**config.mk**
```make
export PLATFORM = sky130hd
export DESIGN_NAME = nibble_add_arbiter
export DESIGN_NICKNAME = d
export VERILOG_FILES = /design/src/rtl/nibble_add_pkg.sv /design/src/rtl/nibble_add_arbiter_rr.sv /design/src/rtl/nibble_add_arbiter.sv
export SDC_FILE = /design/constraint.sdc
export NUM_CORES = 1
export LEC_CHECK = 0
export CAP_MARGIN = 20
export CORE_MARGIN = 8
export CORE_UTILIZATION = 30
export CTS_CLUSTER_DIAMETER = 80
export DETAILED_ROUTE_END_ITERATION = 8
export PLACE_DENSITY = 0.69
export SLEW_MARGIN = 10
export SYNTH_ARGS = -nofsm -noshare
export SYNTH_HDL_FRONTEND = slang
export SYNTH_SLANG_ARGS = --single-unit
export TNS_END_PERCENT = 50
```
**constraint.sdc**
```tcl
create_clock -name clk -period 1.9 [get_ports clk]
set_input_delay 0.285 -clock clk [delete_from_list [all_inputs] [get_ports clk]]
set_output_delay 0.285 -clock clk [all_outputs]
set_load 0.01 [all_outputs]
```
**src/rtl/nibble_add_pkg.sv**
```systemverilog
// Shared constants and types for the nibble adder arbiter slice.
package nibble_add_pkg;

  localparam int NUM_REQ_DEF = 4;
  localparam int W_DEF       = 4;

  typedef enum logic [1:0] {
    IDLE = 2'd0,
    CALC = 2'd1,
    RESP = 2'd2
  } state_e;

  typedef struct packed {
    logic [$clog2(NUM_REQ_DEF)-1:0] id;
    logic [W_DEF:0]                 sum;
  } result_t;

endpackage

```
**src/rtl/nibble_add_arbiter_rr.sv**
```systemverilog
// Combinational round-robin arbiter: lowest index above last_grant wins, else
// lowest index at or below it. The pointer register lives in the parent.
module rr_arbiter #(
  parameter int NUM_REQ = 4,
  localparam int IDW = $clog2(NUM_REQ)
) (
  input  logic [NUM_REQ-1:0] req,
  input  logic [IDW-1:0]     last_grant,
  input  logic               enable,
  output logic [NUM_REQ-1:0] grant,
  output logic [IDW-1:0]     grant_id
);

  logic w_found;
  int   w_lg;

  always_comb begin
    grant    = '0;
    grant_id = '0;
    w_found  = 1'b0;
    w_lg     = int'(last_grant);
    // First pass covers the indices after the pointer, second pass wraps around.
    for (int i = 0; i < NUM_REQ; i++) begin
      if (enable && !w_found && req[i] && (i > w_lg)) begin
        grant[i] = 1'b1;
        grant_id = IDW'(i);
        w_found  = 1'b1;
      end
    end
    for (int i = 0; i < NUM_REQ; i++) begin
      if (enable && !w_found && req[i] && (i <= w_lg)) begin
        grant[i] = 1'b1;
        grant_id = IDW'(i);
        w_found  = 1'b1;
      end
    end
  end

endmodule

```
**src/rtl/nibble_add_arbiter.sv**
```systemverilog
// Round-robin sequencer sharing one registered nibble adder between requesters.
// Define NIBBLE_ADD_CARRY_EN to return the adder carry-out in res_sum[W].
module nibble_add_arbiter
  import nibble_add_pkg::*;
#(
  parameter int NUM_REQ = NUM_REQ_DEF,
  parameter int W       = W_DEF,
  localparam int IDW    = $clog2(NUM_REQ)
) (
  input  logic                 clk,
  input  logic                 reset,
  input  logic [NUM_REQ-1:0]   req_valid,
  output logic [NUM_REQ-1:0]   req_ready,
  input  logic [NUM_REQ*W-1:0] req_a,
  input  logic [NUM_REQ*W-1:0] req_b,
  output logic                 res_valid,
  input  logic                 res_ready,
  output logic [W:0]           res_sum,
  output logic [IDW-1:0]       res_id,
  output logic                 busy
);

  function automatic logic [W:0] add_nibble(input logic [W-1:0] a, input logic [W-1:0] b);
    logic [W:0] full;
    full = {1'b0, a} + {1'b0, b};
`ifdef NIBBLE_ADD_CARRY_EN
    return full;
`else
    return {1'b0, full[W-1:0]};
`endif
  endfunction

  state_e           r_state;
  logic [IDW-1:0]   r_last_grant;
  logic             r_rst_hold;
  logic [W-1:0]     r_op_a_p0;
  logic [W-1:0]     r_op_b_p0;
  logic [IDW-1:0]   r_id_p0;
  logic             r_vld_p1;
  logic [W:0]       r_res_sum_p1;
  logic [IDW-1:0]   r_res_id_p1;

  logic               w_arb_en;
  logic [NUM_REQ-1:0] w_grant;
  logic [IDW-1:0]     w_grant_id;
  logic               w_accept;
  logic [W-1:0]       w_sel_a;
  logic [W-1:0]       w_sel_b;

  // Grants are withheld during reset and for one cycle after it.
  assign w_arb_en = (r_state == IDLE) && !r_rst_hold && !reset;

  rr_arbiter #(.NUM_REQ(NUM_REQ)) u_arb (
    .req        (req_valid),
    .last_grant (r_last_grant),
    .enable     (w_arb_en),
    .grant      (w_grant),
    .grant_id   (w_grant_id)
  );

  assign req_ready = w_grant;
  assign w_accept  = |(w_grant & req_valid);

  always_comb begin
    w_sel_a = '0;
    w_sel_b = '0;
    for (int i = 0; i < NUM_REQ; i++) begin
      if (w_grant[i]) begin
        w_sel_a = req_a[i*W +: W];
        w_sel_b = req_b[i*W +: W];
      end
    end
  end

  // Stage p0: operand capture on an accepted request.
  always_ff @(posedge clk) begin
    if (w_accept) begin
      r_op_a_p0 <= w_sel_a;
      r_op_b_p0 <= w_sel_b;
    end
  end

  // Stage p1: shared adder result and the sequencing FSM.
  always_ff @(posedge clk) begin
    if (reset) begin
      r_state      <= IDLE;
      r_last_grant <= IDW'(NUM_REQ - 1);
      r_rst_hold   <= 1'b1;
      r_id_p0      <= '0;
      r_vld_p1     <= 1'b0;
      r_res_sum_p1 <= '0;
      r_res_id_p1  <= '0;
    end else begin
      r_rst_hold <= 1'b0;
      case (r_state)
        IDLE: begin
          if (w_accept) begin
            r_id_p0      <= w_grant_id;
            r_last_grant <= w_grant_id;
            r_state      <= CALC;
          end
        end
        CALC: begin
          r_res_sum_p1 <= add_nibble(r_op_a_p0, r_op_b_p0);
          r_res_id_p1  <= r_id_p0;
          r_vld_p1     <= 1'b1;
          r_state      <= RESP;
        end
        RESP: begin
          if (r_vld_p1 && res_ready) begin
            r_vld_p1 <= 1'b0;
            r_state  <= IDLE;
          end
        end
        default: r_state <= IDLE;
      endcase
    end
  end

  assign res_valid = r_vld_p1;
  assign res_sum   = r_res_sum_p1;
  assign res_id    = r_res_id_p1;
  assign busy      = (r_state != IDLE);

  a_ready_onehot: assert property (@(posedge clk) $onehot0(req_ready));

  a_result_hold: assert property (@(posedge clk) disable iff (reset)
    (r_vld_p1 && !res_ready) |=> (r_vld_p1 && $stable(r_res_sum_p1) && $stable(r_res_id_p1)));

endmodule
```
==> results by group <==
Synthesis
  • Yosys warnings: 0
  • Syn nets: between 150 and 200
  • Asr flop ratio synth: 0%
  • Cell variety after synth: 47
  • Register area share after synthesis: a little under two fifths
  • Dominant cells by area after synthesis: dfxtp_1 20%, edfxtp_1 17%, o211ai_1 8.7%
  • Post-synth top area share: roughly a fifth
  • Number of synthesized register bits: 22
  • Largest area contributor in the netlist: dfxtp_1
  • Cell Area, Synth: around 1400 um^2
  • Ys flop type: dfxtp_1
  • EDFF count, synth: 8
  • Mapped Cells: 148
  • Synthesized area per cell: 9.38 um^2

Timing
  • Skew final: between 0.005 and 0.006 ns
  • Endpoints failing setup: 0
  • Final period util: approximately 96%
  • Slew headroom: 63.7%
  • Max Freq: roughly 0.55 GHz
  • Fin. max-slew vios: 0
  • RSZ-0062 raised after global routing: no
  • Worst Hold Margin: 0.453 ns
  • Slew @ Worst Pin: around 0.54 ns
  • Total Neg Setup Slack: 0 ns
  • Hold Vio Cnt, Final: 0
  • Crit path time final: between 1.5 and 2 ns

Placed design
  • Placer Congestion: 0.835
  • Post-DP Area: 2060 um^2
  • PortBufs: 50
  • Dpl hpwl: roughly 3.1 mm

Status
  • Status: finished clean

Floorplanning
  • I/O Pins: 52
  • Row count: 24
  • Starting density of the core: a little under a third
  • Die H: 84.0 um
  • DIE AREA: between 7000 and 8000 um^2
  • Area of the core: 4410 um^2
  • Die W: between 80 and 90 um

Global routing
  • Largest net degree at the start of global routing: 17
  • Congestion Overflow GR: 0
  • Vias in the first global route: around 1400
  • Initial antenna violation count: 0
  • Total GRT Usage: between 10% and 20%
  • First-pass GRT wire length: around 6.3 mm

Worst setup path
  • Critical Path RT: 1.62 ns
  • Crit end category: output pin
  • Worst setup SP type: input pin
  • Critical path arrival: between 1.5 and 2 ns
  • CP Buf/Inv Count: 3
  • Slowest cell delay on critical path: 0.41 ns
  • Worst Reg-to-Reg Cells: 4
  • Crit-path max FO: 5
  • Worst path cell trace: clkdlybuf4s50_1 -> buf_4 -> o21ai_1 -> o211a_1 -> and2_1 -> dlygate4sd2_1
  • CP top delay family: buffers and inverters
  • R2R setup slack: ~0.30 ns
  • Crit Path Class: in -> out
  • R2r endpoint: r_op_b_p0[3]$_DFFE_PP_
  • Slowest CP cell: clkdlybuf4s50_1
  • Worst r2r src: r_state[1]$_SDFFE_PP0P_

CTS
  • Clock slew seen by the registers of the worst setup and hold paths: 0.08 ns
  • Total CTS buffers: 3
  • H-tree depth: 1
  • Clock root cell: clkbuf_8
  • Clock latency on the worst-skew pair: approximately 0.26 ns
  • CTS max path bufs: 2
  • Clk sinks: 22
  • CTS tree: yes

Power and ir drop
  • Leak pwr: between 0.7 and 0.8 nW
  • Maximum VDD drop: 0.262 mV
  • PD cells: 572 nW/um^2

Worst hold path
  • Hold Path Class: reg -> reg
  • Hold path start: res_id[0]$_SDFFE_PP0P_
  • Worst Hold End: res_id[0]$_SDFFE_PP0P_
  • Worst hold path stage count: 2

Routing
  • Routed WL per cell: roughly 14 um
  • Final WL: between 3 and 4 mm
  • DRT iter0 DRCs: 40
  • 1st-pass router iterations: 4
  • Vias per cell: around 5.2
  • # DRC: 0
  • Via total after detailed routing: approximately 1400
  • ANT nets after route: 0

Run
  • Max-cap violations: 0

Finish
  • Register area: 522 um^2
  • Area Growth Syn to Fin: 52.5%
  • Final instance area: about 2100 um^2
  • Most frequent cells in the layout: 42 x clkdlybuf4s50_1, 24 x buf_4, 16 x o211ai_1
  • Commonest non-fill, non-tap cell in the layout: clkdlybuf4s50_1
  • Final nets: 257
  • FILL cells: 424
  • Finished Core Util: 47.9%
  • Layout cell share with drive strength beyond 1: approximately a fifth
  • Multi-input logic area: roughly 770 um^2
  • Diodes inserted: 0
[per-stage QoR]
stage                     power [mW]  cells  setup WS, ns
after floorplan                0.712    148         0.348
after global placement         0.890    261        -0.324
after detailed placement       0.894    261        -0.347
after CTS                       1.22    265       -0.0367
after global routing            1.28    265       0.00639
final                           1.21    265        0.0831
[worst min-delay path: stages, from the launching register on]
cell and delay (ns):
dfxtp_1 0.31, nand2_1 0.05, a21oi_1 0.05
[cells in the mapped netlist (all sizes together), types with 3 or more instances]
| cell type | n |
|---|---|
| ha | 3 |
| nand2 | 10 |
| a32oi | 8 |
| inv | 7 |
| xnor2 | 3 |
| buf | 9 |
| edfxtp | 8 |
| o21ai | 6 |
| o211ai | 16 |
| clkbuf | 5 |
| a21oi | 11 |
| nand2b | 4 |
| nand4 | 8 |
| nor2 | 5 |
| dfxtp | 14 |
| a211oi | 3 |
[area by class of cell]
class                   instances  share of cell area [%]
multi-input cells             105                    36.4
flip-flops and latches         22                    24.7
repair buffers                 75                    32.1
inverters                       7                    1.24
clock buffers                   4                    2.60
well taps                      52                    3.08
[how the worst max path moves through the flow]
stage	start	endpoint	slack, ns	cells past startpoint
after floorplan	req_valid[1]	req_ready[3]	0.35	5
after global placement	req_valid[3]	req_ready[3]	-0.32	6
after detailed placement	req_valid[3]	req_ready[3]	-0.35	6
after CTS	req_valid[1]	req_ready[3]	-0.04	7
after global routing	req_valid[0]	req_ready[2]	0.006	6
final	req_valid[0]	req_ready[2]	0.08	6
[state kept, by name, summed over array words and instances (netlist names)]
register / flops
r_op_b_p0: 4
r_id_p0: 2
res_valid: 1
r_op_a_p0: 4
res_sum: 4
r_last_grant: 2
r_state: 2
r_rst_hold: 1
res_id: 2
[per-layer routing]
layer | GRT usage [%] | vias up | part of all wire, %
li1 | - | 687 | -
met1 | 12.6 | 637 | 46
met2 | 16.1 | 49 | 45
met3 | 3.42 | 4 | 8.1
met4 | 4.71 | 0 | 1.3
met5 | 0 | - | 0
[report_power, final]
part / switching, mW / total [mW] / internal (mW)
Clock: 0.144 / 0.329 / 0.185
Combinational: 0.148 / 0.342 / 0.194
Sequential: 0.0208 / 0.539 / 0.518
[cell families after synthesis]
| group | synth area share, % |
|---|---|
| DFF | 37.5 |
| AOI/OAI and AO/OA | 30.9 |
| adders and majority gates | 4.87 |
| buffers and inverters | 7.48 |
| and+or+nand+nor | 17.0 |
| other | 0.270 |
| xor gates and xnor gates | 1.89 |
[what timing repair did]
action / 4_1_cts / 5_1_grt
endpoints found under the setup margin: 4 / 3
gates cloned: 0 / 0
hold buffers: 0 / 0
gates resized for setup: 10 / 6
pin swaps: 1 / 0
setup buffers: 0 / 0
Note: power is estimated with default switching activity, not from simulation.
